--- src/rtl/norm_shift_ctrl.sv ---
// Multi-cycle leading-one scanner producing shift controls for the mantissa/exponent normalizer.
// Optional exponent clamp to subnormal range: define NORM_EXP_CLAMP_EN.
module norm_shift_ctrl #(
    parameter int unsigned MANTISSA_N     = 25,
    parameter int unsigned EXP_N          = 8,
    parameter int unsigned FILL_TO        = 32,
    parameter int unsigned BITS_PER_CYCLE = 4,
    localparam int unsigned SA_W          = $clog2(FILL_TO)
) (
    input  logic                  Clock,
    input  logic                  Reset,
    input  logic                  InValid,
    output logic                  InReady,
    input  logic [MANTISSA_N-1:0] Mantissa,
    input  logic [EXP_N-1:0]      Exp,
    output logic                  OutValid,
    input  logic                  OutReady,
    output logic [MANTISSA_N-1:0] MantissaOut,
    output logic [EXP_N-1:0]      ExpOut,
    output logic                  SREn,
    output logic                  SLEn,
    output logic [SA_W-1:0]       ShiftAmount,
    output logic                  ZeroFlag,
    output logic                  DenormFlag
);

    localparam int unsigned TOP = MANTISSA_N - 2;
    localparam int unsigned PW  = $clog2(MANTISSA_N);

    typedef enum logic [1:0] {IDLE, SCAN, HOLD} state_e;

    state_e                  state_q;
    logic [PW-1:0]           ptr_q;
    logic                    first_q;
    logic [MANTISSA_N-1:0]   mant_q;
    logic [EXP_N-1:0]        exp_q;
    logic                    in_ready_q;
    logic                    out_valid_q;
    logic                    sre_q;
    logic                    sle_q;
    logic [SA_W-1:0]         sa_q;
    logic                    zero_q;
    logic                    den_q;

    logic                    hit_c;
    logic [PW-1:0]           q_c;
    logic                    last_c;
    logic [SA_W-1:0]         lzc_c;
    logic [SA_W-1:0]         sa_fin_c;
    logic                    den_c;

    // Highest set bit inside the current window [ptr, ptr-BITS_PER_CYCLE+1]
    always_comb begin
        hit_c = 1'b0;
        q_c   = '0;
        for (int i = 0; i <= int'(TOP); i++) begin
            if (mant_q[i] && (i <= int'(ptr_q)) &&
                (i > int'(ptr_q) - int'(BITS_PER_CYCLE))) begin
                hit_c = 1'b1;
                q_c   = PW'(i);
            end
        end
        last_c = (int'(ptr_q) < int'(BITS_PER_CYCLE));
        lzc_c  = SA_W'(int'(TOP) - int'(q_c));
    end

`ifdef NORM_EXP_CLAMP_EN
    int exp_s_c;

    // Limit the left shift so the resulting exponent never drops below 1
    always_comb begin
        exp_s_c  = int'($signed(exp_q));
        sa_fin_c = lzc_c;
        den_c    = 1'b0;
        if (exp_s_c - int'(lzc_c) < 1) begin
            sa_fin_c = (exp_s_c > 1) ? SA_W'(exp_s_c - 1) : '0;
            den_c    = 1'b1;
        end
    end
`else
    always_comb begin
        sa_fin_c = lzc_c;
        den_c    = 1'b0;
    end
`endif

    always_ff @(posedge Clock or posedge Reset) begin
        if (Reset) begin
            state_q     <= IDLE;
            ptr_q       <= '0;
            first_q     <= 1'b0;
            mant_q      <= '0;
            exp_q       <= '0;
            in_ready_q  <= 1'b1;
            out_valid_q <= 1'b0;
            sre_q       <= 1'b0;
            sle_q       <= 1'b0;
            sa_q        <= '0;
            zero_q      <= 1'b0;
            den_q       <= 1'b0;
        end else begin
            case (state_q)
                IDLE: begin
                    if (InValid && in_ready_q) begin
                        mant_q     <= Mantissa;
                        exp_q      <= Exp;
                        ptr_q      <= PW'(TOP);
                        first_q    <= 1'b1;
                        in_ready_q <= 1'b0;
                        state_q    <= SCAN;
                    end
                end
                SCAN: begin
                    first_q <= 1'b0;
                    // Carry overrides any leading-one result
                    if (first_q && mant_q[MANTISSA_N-1]) begin
                        sre_q       <= 1'b1;
                        sle_q       <= 1'b0;
                        sa_q        <= '0;
                        out_valid_q <= 1'b1;
                        state_q     <= HOLD;
                    end else if (hit_c) begin
                        sre_q       <= 1'b0;
                        sle_q       <= 1'b1;
                        sa_q        <= sa_fin_c;
                        den_q       <= den_c;
                        out_valid_q <= 1'b1;
                        state_q     <= HOLD;
                    end else if (last_c) begin
                        sre_q       <= 1'b0;
                        sle_q       <= 1'b0;
                        sa_q        <= '0;
                        zero_q      <= 1'b1;
                        out_valid_q <= 1'b1;
                        state_q     <= HOLD;
                    end else begin
                        ptr_q <= ptr_q - PW'(BITS_PER_CYCLE);
                    end
                end
                HOLD: begin
                    if (OutReady) begin
                        out_valid_q <= 1'b0;
                        sre_q       <= 1'b0;
                        sle_q       <= 1'b0;
                        sa_q        <= '0;
                        zero_q      <= 1'b0;
                        den_q       <= 1'b0;
                        in_ready_q  <= 1'b1;
                        state_q     <= IDLE;
                    end
                end
                default: state_q <= IDLE;
            endcase
        end
    end

    assign InReady     = in_ready_q;
    assign OutValid    = out_valid_q;
    assign MantissaOut = mant_q;
    assign ExpOut      = exp_q;
    assign SREn        = sre_q;
    assign SLEn        = sle_q;
    assign ShiftAmount = sa_q;
    assign ZeroFlag    = zero_q;
    assign DenormFlag  = den_q;

endmodule

--- config.mk ---
export PLATFORM = sky130hd
export DESIGN_NAME = norm_shift_ctrl
export DESIGN_NICKNAME = d
export VERILOG_FILES = /design/src/rtl/norm_shift_ctrl.sv
export SDC_FILE = /design/constraint.sdc
export NUM_CORES = 1
export LEC_CHECK = 0
export ABC_AREA = 1
export ABC_CLOCK_PERIOD_IN_PS = 3300
export BUFFER_PORTS_ARGS = -buffer_cell sky130_fd_sc_hd__buf_2
export CAP_MARGIN = 10
export CORE_MARGIN = 2
export CORE_UTILIZATION = 52
export CTS_CLUSTER_SIZE = 20
export DETAILED_ROUTE_END_ITERATION = 7
export HOLD_SLACK_MARGIN = 0.03
export PLACE_DENSITY_LB_ADDON = 0.1
export SETUP_SLACK_MARGIN = 0.3
export SLEW_MARGIN = 0
export SYNTH_ARGS = -nofsm -noshare
export SYNTH_HDL_FRONTEND = slang
export SYNTH_SLANG_ARGS = --single-unit
--- constraint.sdc ---
create_clock -name Clock -period 3.3 [get_ports Clock]
set_input_delay 0.495 -clock Clock [delete_from_list [all_inputs] [get_ports Clock]]
set_output_delay 0.495 -clock Clock [all_outputs]
set_load 0.01 [all_outputs]
## Word-level counts from Yosys, hierarchy flattened

Cells that the tools add are included.

| word-level totals | value |
|---|---|
| flip-flop bits (word level) | 52 |
| latch bits | 0 |
| RAM bits | 0 |
| bits in read-only memories | 0 |
| output and inout bits | 44 |
| word-level logic and storage cells | 220 |
| memories | 0 |

| cells by class | value |
|---|---|
| add/sub/neg operators | 3 |
| multipliers | 0 |
| div/mod/pow operators | 0 |
| order comparisons | 48 |
| equal/unequal tests | 10 |
| shift-type cells | 0 |
| mux-type cells | 86 |
| bitwise operators | 0 |
| reductions and logical operators | 61 |

Operator list:

| cell | number |
|---|---|
| $mux W5 | 30 |
| $logic_and A1 B1 Y1 | 49 |
| $gt A5 B6 Y1 const A | 8 |
| $gt A6 B6 Y1 const A | 8 |
| $mux W1 | 41 |
| $le A4 B5 Y1 const A | 8 |
| $le A5 B5 Y1 const A | 8 |
| $gt A4 B6 Y1 const A | 4 |
| $le A3 B5 Y1 const A | 4 |
| $pmux W5 S2 | 2 |
| $ne A2 B2 Y1 const B | 7 |
| $pmux W1 S2 | 7 |
| $gt A3 B6 Y1 const A | 2 |
| $le A2 B5 Y1 const A | 2 |
| $mux W2 | 5 |
| $reduce_and A5 Y1 | 2 |
| $reduce_and A3 Y1 | 3 |
| $gt A1 B6 Y1 const A | 1 |
| $gt A2 B6 Y1 const A | 1 |
| $pmux W2 S3 | 1 |
| $reduce_bool A2 Y1 | 3 |
| $sub A5 B3 Y6 const B | 1 |
| $le A1 B5 Y1 const A | 1 |
| $lt A5 B3 Y1 const B | 1 |
| 8 further kinds | 9 |

## Longest topological paths before layout

| logic depth | value |
|---|---|
| word-level depth | 30 |
| depth in mapped cells | 29 |

## Worst setup path after synthesis

Ideal clock, no wire load.

| timing | value |
|---|---|
| path type | reg2reg |
| start | register ptr_q[3] |
| end | register sa_q[0], in the netlist ShiftAmount[0] |
| setup time | 116 ps |
| data arrival time | 2360 ps |
| data required time | 3184 ps |
| setup slack | 824 ps |
| cell stages (with the launch flop) | 22 |
| path through | dfrtp_1 -> inv_1 -> ha_1 -> inv_1 -> nand2_1 -> nand2_4 -> nor2_4 -> nand2_1 -> nor2_1 -> nor3_1 -> a31oi_2 -> nand2_1 -> nor2_4 -> nand4_4 -> inv_2 -> nand3_2 -> nand2_2 -> nor2_4 -> nand4_4 -> nor2_1 -> nand2_1 -> nand2_1 |

| on the way | value |
|---|---|
| longest elaborated chain between the ends | 30 |

Ends and longest elaborated chain:

| what | RTL line | text |
|---|---|---|
| start: declaration | 33 | `logic [PW-1:0] ptr_q;` |
| start signal: assignment | 107 | `ptr_q <= PW'(TOP);` |
| start signal: assignment | 137 | `ptr_q <= ptr_q - PW'(BITS_PER_CYCLE);` |
| $sub A5 B3 Y6 / $le A1 B5 Y1 (equally long branches) | 58, 57 |  |
| $gt A2 B6 Y1 (tied with other cells) | 58 | `(i > int'(ptr_q) - int'(BITS_PER_CYCLE))) begin` |
| $logic_and A1 B1 Y1 | 57 | `if (mant_q[i] && (i <= int'(ptr_q)) &&` |
| $mux W1 | 57 |  |
| $mux W5 / $mux W1 (equally long branches) (22 in a row) | 57 |  |
| $sub A5 B5 Y5 / $mux W1 (equally long branches) | 64, 57 |  |
| $mux W5 | 122 | `end else if (hit_c) begin` |
| $mux W5 | 116 | `if (first_q && mant_q[MANTISSA_N-1]) begin` |
| $pmux W5 S2 | 102 | `case (state_q)` |
| end signal: assignment | 125 | `sa_q <= sa_fin_c;` |
| end: declaration | 41 | `logic [SA_W-1:0] sa_q;` |

Several ways; a longest one is shown, not always the timed one.
A chain may end at the register's enable or synchronous reset.

## Worst setup path after layout

Same ends and word-level chain as after synthesis.

==> impl_metrics.yaml <==
status:
  result_of_the_run: "finished, final reports clean"
clock_tree:
  holdBufCountCts: 0
  clock_tree.htree_level_count: 2
  clock_tree_root_buffer_cell: "sky130_fd_sc_hd__clkbuf_8"
  clock-sinks: 50
  cts_buf_count: 5
  worst_skew_pair_later_pin_latency_ps: 300
  path_clk_slew_ps: 90
  clockBufferDepth: 2
  cts_tree: "done"
floorplan:
  design.core.area_um2: 5140
  die-width_um: 77.4
  die_area_um2: 6000
  pin_count: 81
  initial_standard_cell_utilization_of_the_core: 0.546
  floorplan.rows: 26
  die-height_um: 77.4
power:
  netSwitchingFraction: 0.215
  internal-power_mw: 0.773
  power_density_nw_per_um2: 292
  total_leakage_power_nw: 1.96
  vdd_drop_max_mv: 0.224
  report.power.total_mw: 0.985
  pwr-share-clk: 0.345
  power_frac_comb: 0.033
  pwr-share-seq: 0.622
  power_switching_mw: 0.212
detailed_routing:
  wire_per_inst_um: 13.8
  detail_route.wirelength_um: 6400
  vias_per_cell: 5.36
  detail-route-antenna-nets: 0
  drcViolationCount: 0
  first_pass_iters: 4
  dr_total_vias: 2488
  drt_iter0_drc: 112
final_layout:
  layout.cell_area.non_filler_um2: 3370
  final.fill_count: 460
  syn2layout_area_growth_pct: 20.3
  final_nets: 440
  fraction_of_layout_instances_using_a_drive_strength_above_1: 0.381
  insertedDiodeCount: 0
yosys:
  syn-mean-instance-area_um2: 9.02
  netlist-cell-type-count: 38
  ys_async_sr_fraction: 1.00
  synth_edf_count: 0
  synth_ff_type: "sky130_fd_sc_hd__dfrtp_1"
  yosysMostFrequentCell: "sky130_fd_sc_hd__nand2_1"
  synth.yosys.seq_area_share: 0.447
  synthDominantAreaCellType: "sky130_fd_sc_hd__dfrtp_1"
  yosys.area.top_type_share: 0.437
  synthTopCellsByCount: "sky130_fd_sc_hd__nand2_1 (68), sky130_fd_sc_hd__dfrtp_1 (49), sky130_fd_sc_hd__mux2_2 (30)"
  synth_area_um2: 2800
  mappedNetlistNets: 357
  yosysWarningCount: 0
  yosys_register_bits: 50
  synth_area_leaders: "sky130_fd_sc_hd__dfrtp_1 (44%), sky130_fd_sc_hd__mux2_2 (12%), sky130_fd_sc_hd__nand2_1 (9.1%)"
  syn-instance-count: 311
timing:
  worst-slew-pin-transition_ps: 1010
  final_hold_fails: 0
  final_max_slew_viol_count: 0
  final.hold.worst_slack_ps: 421
  finalSetupViolations: 0
  timing.setup.tns_ps: 0
  max-slew-margin-rel: 0.322
  finalClockSkew_ps: 3.99
  max_freq_mhz: 363
  layout_setup_ws_ps: 544
  rsz0062_at_grt: "false"
  layout_worst_path_cycle_share: 0.835
  timing.final.crit_period_ps: 2760
critical_path:
  required_ps: 3500
  timing.critical_path.max_delay_family: "simple AND/OR/NAND/NOR gates"
  crit_top_cell: "sky130_fd_sc_hd__nand2_1"
  worstPathBufferInverterCount: 3
  timing.critical_path.slowest_cell_delay_ps: 450
  cp_max_fo: 9
  timing.critical_path.cells: "inv_2, ha_1, inv_1, nand2_1, nand2_4, nor2_4, nand2_1, nor2_1, nor3_2, a31oi_2, nand2_1, nor2_4, nand4_4, inv_2, nand3_2, nand2_2, nor2_4, nand4_4, nor2_1, nand2_1, nand2_1"
  cp-start-kind: "flip-flop"
  critical_path_class: "flip-flop to flip-flop"
  timing.critical_path.arrival_ps: 2950
  cp-end-kind: "flip-flop"
  critical-path-slowest-cell: "sky130_fd_sc_hd__dfrtp_2"
min_path:
  hold_path.class: "primary input to flip-flop"
global_route:
  global_route.usage.total: 0.228
  grt_pass1_wl_um: 11000
  maximum_number_of_pins_on_one_net_before_global_route_repair: 51
  antenna_violations_before_repair: 0
  global_route.overflow_total: 0
  grt_pass1_vias: 2401
place:
  finalWeightedCongestion: 0.922
  io_buffers: 79
  place_hpwl_um: 4980
  post-place-ws_ps: 485
  placed_area_um2: 3280
flow_run:
  cap_violations: 0
-- registers in the layout, summed over array words and instances (netlist names) --
| register | count |
|---|---|
| SLEn | 1 |
| ShiftAmount | 5 |
| ExpOut | 8 |
| first_q | 1 |
| MantissaOut | 25 |
| state_q | 2 |
| ZeroFlag | 1 |
| InReady | 1 |
| SREn | 1 |
| OutValid | 1 |
| ptr_q | 4 |
-- power groups by stage --
| stage | Combinational [mW] | Clock [mW] | Sequential (mW) |
|---|---|---|---|
| 2_1_floorplan | 0.0108 | 0 | 0.624 |
| 3_3_place_gp | 0.0328 | 0 | 0.624 |
| 3_5_place_dp | 0.0340 | 0 | 0.624 |
| 4_1_cts | 0.0341 | 0.353 | 0.612 |
| 5_1_grt | 0.0382 | 0.377 | 0.612 |
| 6_report | 0.0325 | 0.340 | 0.612 |
-- final timing paths --
kind,from,endpoint,slack [ps],cells past startpoint
min in group asynchronous,Reset,ExpOut[2],430,2
max,ptr_q[3],ShiftAmount[0],540,21
min reg2reg,OutValid,OutValid,470,2
max reg2reg,ptr_q[3],ShiftAmount[0],540,21
max in group asynchronous,Reset,ptr_q[3],2180,2
min,Exp[0],ExpOut[0],420,2
-- cells by family (layout without fill, tap and decap cells) --
logic type               Yosys count  count (layout)  share of synthesized area
buffers and inverters             41             124                     0.0562
flip-flops                        50              50                      0.447
AND/OR/NAND/NOR                  133             133                      0.235
AO/OA/AOI/OAI                     47              47                      0.100
multiplexers                      30              30                      0.120
other                              1               1                    0.00134
adder cells (fa/ha/maj)            9               9                     0.0402
-- routing by layer --
| metal | global-route usage | share of wire | vias to the layer above |
|---|---|---|---|
| met2 | 0.364 | 0.46 | 99 |
| met3 | 0.0419 | 0.068 | 11 |
| li1 | - | - | 1213 |
| met4 | 0.0732 | 0.017 | 0 |
| met1 | 0.314 | 0.46 | 1165 |
| met5 | 0 | 0 | - |
-- layout make-up --
class | count | area [um^2] | share of cell area
inverter | 36 | 138 | 0.0408
multi-input combinational | 220 | 1400 | 0.416
timing repair buffer | 81 | 410 | 0.122
sequential | 50 | 1250 | 0.372
clock inverter | 1 | 7.51 | 0.00222
tap | 70 | 87.6 | 0.0260
clock buffer | 6 | 72.6 | 0.0215
-- timing repair --
action / in CTS / in global routing
endpoints found under the setup margin: 0 / 12
gates resized for setup: 0 / 5
setup buffers: 0 / 0
-- cell usage in the layout (no fill, tap or decap), types with 5 or more instances in the layout --
master,netlist,layout
sky130_fd_sc_hd__buf_2,0,79
sky130_fd_sc_hd__o21ai_1,10,10
sky130_fd_sc_hd__mux2_2,30,30
sky130_fd_sc_hd__nand3_1,19,18
sky130_fd_sc_hd__inv_1,26,24
sky130_fd_sc_hd__inv_2,9,10
sky130_fd_sc_hd__o21ai_0,11,11
sky130_fd_sc_hd__ha_1,9,9
sky130_fd_sc_hd__a21oi_1,12,12
sky130_fd_sc_hd__dfrtp_1,49,47
sky130_fd_sc_hd__nor2_1,20,20
sky130_fd_sc_hd__nand2_1,68,68
sky130_fd_sc_hd__clkbuf_8,0,5
-- worst register-to-register path, cell delays in order (launching register included) --
cell	delay [ps]
sky130_fd_sc_hd__dfrtp_2	450
sky130_fd_sc_hd__inv_2	140
sky130_fd_sc_hd__ha_1	200
sky130_fd_sc_hd__inv_1	80
sky130_fd_sc_hd__nand2_1	100
sky130_fd_sc_hd__nand2_4	110
sky130_fd_sc_hd__nor2_4	140
sky130_fd_sc_hd__nand2_1	60
sky130_fd_sc_hd__nor2_1	120
sky130_fd_sc_hd__nor3_2	80
sky130_fd_sc_hd__a31oi_2	180
sky130_fd_sc_hd__nand2_1	130
sky130_fd_sc_hd__nor2_4	140
sky130_fd_sc_hd__nand4_4	130
sky130_fd_sc_hd__inv_2	100
sky130_fd_sc_hd__nand3_2	80
sky130_fd_sc_hd__nand2_2	100
sky130_fd_sc_hd__nor2_4	50
sky130_fd_sc_hd__nand4_4	110
sky130_fd_sc_hd__nor2_1	50
sky130_fd_sc_hd__nand2_1	70
sky130_fd_sc_hd__nand2_1	40
-- through the flow --
stage | util | std cells
after global routing | 0.657 | 464
after detailed placement | 0.639 | 457
after floorplan | - | 311
after CTS | 0.655 | 464
final | 0.657 | 464
after global placement | 0.639 | 457
Note: power is estimated with default switching activity, not from simulation.
